`src/rtl/mult_div_unit.sv`:
```
// mult_div_unit: iterative multiply/divide unit with HI/LO result registers.
// Serves MULT/MULTU/DIV/DIVU (multi-cycle) and MFHI/MFLO/MTHI/MTLO.
// One operand bit is processed per clock; the result is sign-corrected in FIX.
// Optional feature macro: MULT_DIV_DIV_ZERO_TRAP_EN
//   defined   - div_zero port exists; DIV/DIVU by zero goes straight to DONE
//               with div_zero=1 and leaves hi/lo untouched.
//   undefined - divide by zero runs at full latency giving lo=all ones, hi=a.
module mult_div_unit #(
    parameter  int WIDTH = 32,
    localparam int CNT_W = $clog2(WIDTH + 1)
) (
    input  logic             clk,
    input  logic             reset,
    input  logic             start,
    input  logic [1:0]       op,
    input  logic [WIDTH-1:0] a,
    input  logic [WIDTH-1:0] b,
    input  logic             hi_we,
    input  logic             lo_we,
    input  logic [WIDTH-1:0] wdata,
    output logic             busy,
    output logic             done,
    output logic [WIDTH-1:0] hi,
`ifdef MULT_DIV_DIV_ZERO_TRAP_EN
    output logic [WIDTH-1:0] lo,
    output logic             div_zero
`else
    output logic [WIDTH-1:0] lo
`endif
);

    typedef enum logic [1:0] {
        S_IDLE = 2'd0,
        S_CALC = 2'd1,
        S_FIX  = 2'd2,
        S_DONE = 2'd3
    } state_t;

    state_t state, state_next;

    // Latched operation context
    logic [1:0]         op_r;
    logic               sign_a_r;
    logic               sign_b_r;
    logic               b_zero_r;
    logic [WIDTH-1:0]   opnd_r;      // multiplicand (mult) or divisor (div)
    logic [2*WIDTH-1:0] acc;         // {upper, lower} working register
    logic [CNT_W-1:0]   cnt;

    // Operand decode
    logic               accept;
    logic               signed_op;
    logic               is_div;
    logic [WIDTH-1:0]   mag_a;
    logic [WIDTH-1:0]   mag_b;
    logic               b_is_zero;
    logic               trap_hit;

    // Iteration step results
    logic [WIDTH:0]     mul_sum;
    logic [2*WIDTH-1:0] mul_next;
    logic [WIDTH:0]     div_shift;
    logic [WIDTH:0]     div_diff;
    logic [2*WIDTH-1:0] div_next;

    // Sign-corrected results
    logic [2*WIDTH-1:0] prod_fix;
    logic [WIDTH-1:0]   quot_fix;
    logic [WIDTH-1:0]   rem_fix;

    // Start acceptance and operand magnitude extraction
    always_comb begin
        accept    = start && (state == S_IDLE || state == S_DONE);
        signed_op = ~op[0];
        is_div    = op[1];
        mag_a     = (signed_op && a[WIDTH-1]) ? (~a + 1'b1) : a;
        mag_b     = (signed_op && b[WIDTH-1]) ? (~b + 1'b1) : b;
        b_is_zero = (b == '0);
`ifdef MULT_DIV_DIV_ZERO_TRAP_EN
        trap_hit  = accept && is_div && b_is_zero;
`else
        trap_hit  = 1'b0;
`endif
    end

    // State register
    always_ff @(posedge clk) begin
        if (reset) state <= S_IDLE;
        else       state <= state_next;
    end

    // Next-state and status outputs
    always_comb begin
        state_next = state;
        busy       = 1'b0;
        done       = 1'b0;
        case (state)
            S_IDLE: begin
                if (accept) state_next = trap_hit ? S_DONE : S_CALC;
            end
            S_CALC: begin
                busy = 1'b1;
                if (cnt == CNT_W'(WIDTH - 1)) state_next = S_FIX;
            end
            S_FIX: begin
                busy       = 1'b1;
                state_next = S_DONE;
            end
            S_DONE: begin
                done = 1'b1;
                if (accept) state_next = trap_hit ? S_DONE : S_CALC;
                else        state_next = S_IDLE;
            end
            default: state_next = S_IDLE;
        endcase
    end

    // One iteration of shift-add multiply and restoring divide
    always_comb begin
        mul_sum   = {1'b0, acc[2*WIDTH-1:WIDTH]} + (acc[0] ? {1'b0, opnd_r} : '0);
        mul_next  = {mul_sum, acc[WIDTH-1:1]};
        div_shift = acc[2*WIDTH-1:WIDTH-1];
        div_diff  = div_shift - {1'b0, opnd_r};
        if (!div_diff[WIDTH]) div_next = {div_diff[WIDTH-1:0], acc[WIDTH-2:0], 1'b1};
        else                  div_next = {div_shift[WIDTH-1:0], acc[WIDTH-2:0], 1'b0};
    end

    // Sign correction; a zero divisor keeps the all-ones quotient un-negated
    // while the remainder (=|a|) re-acquires a's sign, giving hi=a.
    always_comb begin
        prod_fix = (!op_r[0] && (sign_a_r ^ sign_b_r)) ? (~acc + 1'b1) : acc;
        quot_fix = (!op_r[0] && (sign_a_r ^ sign_b_r) && !b_zero_r)
                   ? (~acc[WIDTH-1:0] + 1'b1) : acc[WIDTH-1:0];
        rem_fix  = (!op_r[0] && sign_a_r)
                   ? (~acc[2*WIDTH-1:WIDTH] + 1'b1) : acc[2*WIDTH-1:WIDTH];
    end

    // Datapath: operand latch, iteration, result and MTHI/MTLO writes
    always_ff @(posedge clk) begin
        if (reset) begin
            op_r     <= '0;
            sign_a_r <= 1'b0;
            sign_b_r <= 1'b0;
            b_zero_r <= 1'b0;
            opnd_r   <= '0;
            acc      <= '0;
            cnt      <= '0;
            hi       <= '0;
            lo       <= '0;
        end else begin
            if (accept && !trap_hit) begin
                op_r     <= op;
                sign_a_r <= signed_op && a[WIDTH-1];
                sign_b_r <= signed_op && b[WIDTH-1];
                b_zero_r <= b_is_zero;
                opnd_r   <= is_div ? mag_b : mag_a;
                acc      <= {{WIDTH{1'b0}}, (is_div ? mag_a : mag_b)};
                cnt      <= '0;
            end else if (state == S_CALC) begin
                acc <= op_r[1] ? div_next : mul_next;
                cnt <= cnt + CNT_W'(1);
            end

            if (state == S_FIX) begin
                if (op_r[1]) begin
                    hi <= rem_fix;
                    lo <= quot_fix;
                end else begin
                    hi <= prod_fix[2*WIDTH-1:WIDTH];
                    lo <= prod_fix[WIDTH-1:0];
                end
            end else if (!busy && !start) begin
                if (hi_we) hi <= wdata;
                if (lo_we) lo <= wdata;
            end
        end
    end

`ifdef MULT_DIV_DIV_ZERO_TRAP_EN
    // Divide-by-zero flag, high only in the DONE cycle that follows a trap
    always_ff @(posedge clk) begin
        if (reset) div_zero <= 1'b0;
        else       div_zero <= trap_hit;
    end
`endif

endmodule

```
`config.mk`:
```
export PLATFORM = sky130hd
export DESIGN_NAME = mult_div_unit
export DESIGN_NICKNAME = d
export VERILOG_FILES = /design/src/rtl/mult_div_unit.sv
export SDC_FILE = /design/constraint.sdc
export NUM_CORES = 1
export LEC_CHECK = 0
export ABC_AREA = 1
export BUFFER_PORTS_ARGS = -buffer_cell sky130_fd_sc_hd__buf_2
export CAP_MARGIN = 15
export CORE_MARGIN = 1
export CORE_UTILIZATION = 35
export DETAILED_ROUTE_END_ITERATION = 8
export PLACE_DENSITY = 0.57
export SYNTH_ARGS = -nofsm -noshare
export SYNTH_HDL_FRONTEND = slang
export SYNTH_SLANG_ARGS = --single-unit
```
`constraint.sdc`:
```
create_clock -name clk -period 6.43 [get_ports clk]
set_clock_uncertainty 0.05 [all_clocks]
set_input_delay 1.286 -clock clk [delete_from_list [all_inputs] [get_ports clk]]
set_output_delay 1.286 -clock clk [all_outputs]
set_load 0.005 [all_outputs]
```
==> flow_summary_export.csv <==
group,metric,value,unit
sta,setup_viol,0,
synthesis,syn_avg_cell_area,5.474,sq um
synthesis,yosys_warnings,0,
sta,tightest_slew,1263,ps
clocking,clk_latency,500,ps
die,initial_core_util,0.3560,
sta,finalCritPeriodShare,0.5548,
critical_path,arrival,3940,ps
cells_and_area,area_delta_synth_final,11.20,%
cells_and_area,fin_area,19900,sq um
sta,min_period,3567,ps
route,wire_per_inst,18.89,microns
clocking,path_clk_slew,80,ps
synthesis,synth_fa_ha_area_frac,0.05327,
sta,relSlewSlack,0.1533,
synthesis,synth-seq-cells,173,
cells_and_area,layout_common_cells,"1,007 x nand2_1, 539 x inv_1, 373 x nand3_1",
synthesis,netlist_area,17900,sq um
sta,setup_slack,2863,ps
pwr,vdd_drop_max,306.2,uV
outcome,status,"finished, final reports clean",
min_path,hold_path.class,"flop to flop",
global_route,grt_overflow_total,0,
sta,setup_tns,0,ps
critical_path,ff2ff_path_depth,9,
clocking,hold_buffers,0,
die,die_w,228.1,microns
synthesis,synthFlopType,"dfxtp_1",
die,dieArea,52050,sq um
global_route,grt_use_met2,0.4319,
critical_path,crit_chain,"nor2_1 -> nor3_2 -> inv_2 -> a21oi_2 -> buf_4 -> inv_1 -> o21ai_0 -> nand3_1 -> a31oi_1",
die,rows,82,
global_route,top_usage_layer,"met2",
critical_path,crit_required,6800,ps
min_path,hold_depth,2,
global_route,grt_antenna_before_repair,2,
clocking,post-cts-setup-buffer-count,0,
route,drt_pre_antenna_iters,6,
synthesis,synthCells,3270,
route,vias,21560,
synthesis,synth_nets,3448,
place,portBuffers,168,
synthesis,synthMuxAreaShare,0,
sta,max_freq,280.3,MHz
die,core_area,50270,sq um
place,pre_cts_ws,2439,ps
place,place_congestion,1.001,
synthesis,synthDistinctLibCells,53,
place,placed_area,19310,sq um
clocking,cts_sinks,173,
critical_path,slowest_stage,"nor3_2",
cells_and_area,final_cells,4053,
cells_and_area,fin_nets,3545,
global_route,grt_use_met3,0.04125,
critical_path,crit_fanout,31,
min_path,whs_endpoint,"cnt[5]",
clocking,htreeDepth,4,
cells_and_area,drive_gt1_frac,0.08876,
route,avgViaCountPerCell,5.319,
sta,hold_violations,0,
place,placed_cells,4020,
critical_path,critPathMaxStageDelay,980,ps
synthesis,ys_async_sr_fraction,0,
clocking,cts_tree,"done",
route,drcViolationCount,0,
critical_path,critPathKind,"flop to flop",
synthesis,synth_compound_area_frac,0.1498,
route,drtIter0Drc,2293,
synthesis,synth_edf_count,0,
clocking,cts_made_buffers,17,
critical_path,rr_endpoint,"lo[29]",
die,ioPinCount,169,
cells_and_area,mostFrequentLayoutCell,"nand2_1",
clocking,cts_buffer_depth,2,
synthesis,synth_xor_area_frac,0.03132,
job,cap_violations,0,
pwr,leakage,10.53,nW
critical_path,r2r_slack,2860,ps
critical_path,cp-start-kind,"flop",
global_route,grtUsageTotal,0.2879,
synthesis,ys_seq_area_frac,0.1935,
global_route,grt_pass1_vias,19090,
synthesis,synth_simple_gate_area_frac,0.4288,
critical_path,end_kind,"flop",
min_path,holdCritStartpoint,"cnt[5]",
sta,maxSlewViolCount,0,
place,dp_hpwl,61310,microns
route,routed_wl,76550,microns
die,chipHeight,228.1,microns
clocking,cts_resized,0,
global_route,grtUsageMet1,0.4134,
synthesis,synth_top_family_by_area,"simple AND/OR/NAND/NOR gates",
clocking,clockRootBuffer,"clkbuf_16",
pwr,p_per_area,525.2,nW/um^2
route,ant_nets,0,
critical_path,timing.rr.start,"sign_b_r",
global_route,grt_pass1_wl,115600,microns
sta,whs,434.0,ps
sta,rsz0062_at_grt,"false",
global_route,grt_max_degree,61,
power breakdown:
part | internal (W) | switching [W] | total [W]
logic | 0.00219 | 0.00522 | 0.00741
registers | 0.00140 | 0.000517 | 0.00192
clock network | 0.000578 | 0.000542 | 0.00112
total | 0.00418 | 0.00628 | 0.0105
per-layer routing:
metal	part of all wire	wire length, microns
met5	0.00017	13
met4	0.034	2578
met3	0.077	5880
met2	0.43	32700
met1	0.46	35380
sequential cells by signal, indices dropped and copies added, names as in the netlist:
register and flops:
opnd_r 32, b_zero_r 1, sign_a_r 1, op_r 2
sign_b_r 1, hi 32, acc 64, state 2
cnt 6, lo 32
synthesized netlist by cell type, types with 5 or more instances:
cell type,n,area share
or2_2,9,0.0031
inv_2,10,0.0021
a21oi_2,8,0.0039
nand3b_1,11,0.0046
nor3_1,39,0.011
xnor2_1,15,0.0073
buf_2,25,0.0070
buf_1,9,0.0019
nor2_1,272,0.057
clkbuf_1,78,0.016
a31oi_1,54,0.019
nand3_1,373,0.10
a21oi_1,161,0.045
nand4_1,43,0.015
o211ai_1,28,0.012
nand3_2,5,0.0028
nand2_1,1007,0.21
dfxtp_1,173,0.19
nor2_2,10,0.0035
o21ai_1,10,0.0028
o21bai_1,10,0.0042
nor4_1,5,0.0017
o21ai_0,193,0.054
inv_1,540,0.11
xor2_1,49,0.024
nand2_2,10,0.0035
ha_1,73,0.051
area by class of cell:
class	count	area, sq um
Antenna cell	1	2.502
Clock buffer	17	425.4
Clock inverter	15	161.4
Fill cell	5801	30370
Inverter	552	2072
Multi-Input combinational cell	2429	11900
Sequential cell	173	3465
Tap cell	672	840.8
Timing Repair Buffer	194	1036
kinds of logic after synthesis:
logic type,count (synthesis)
AND/OR/NAND/NOR,1805
buffers and inverters,668
AO/OA/AOI/OAI,485
flip-flops,173
adder cells (fa/ha/maj),75
XOR/XNOR,64
how the worst max path moves through the flow:
stage             start          to  slack [ps]  cells past startpoint
3_5_place_dp      start      acc[1]        2440                     11
5_1_grt        state[0]      acc[1]        2620                     11
4_1_cts        state[0]      acc[1]        2940                     11
3_3_place_gp      start      acc[1]        2470                     11
2_1_floorplan      a[1]  opnd_r[30]        3670                     14
6_report       sign_b_r      lo[29]        2860                      9
worst max-delay path: cells and delay by family, from the launching register on:
family	cells	cell delay, ps
AOI/OAI and AO/OA	3	710
and+or+nand+nor	3	1320
buffers and inverters	3	1020
DFF	1	360
through the flow:
step,power (W),utilization
final,0.01045,0.3959
after CTS,0.01028,0.3958
after global routing,0.01136,0.3959
after global placement,0.009154,0.3842
after detailed placement,0.009140,0.3842
after floorplan,0.006952,-
(Power assumes the default switching activity.)
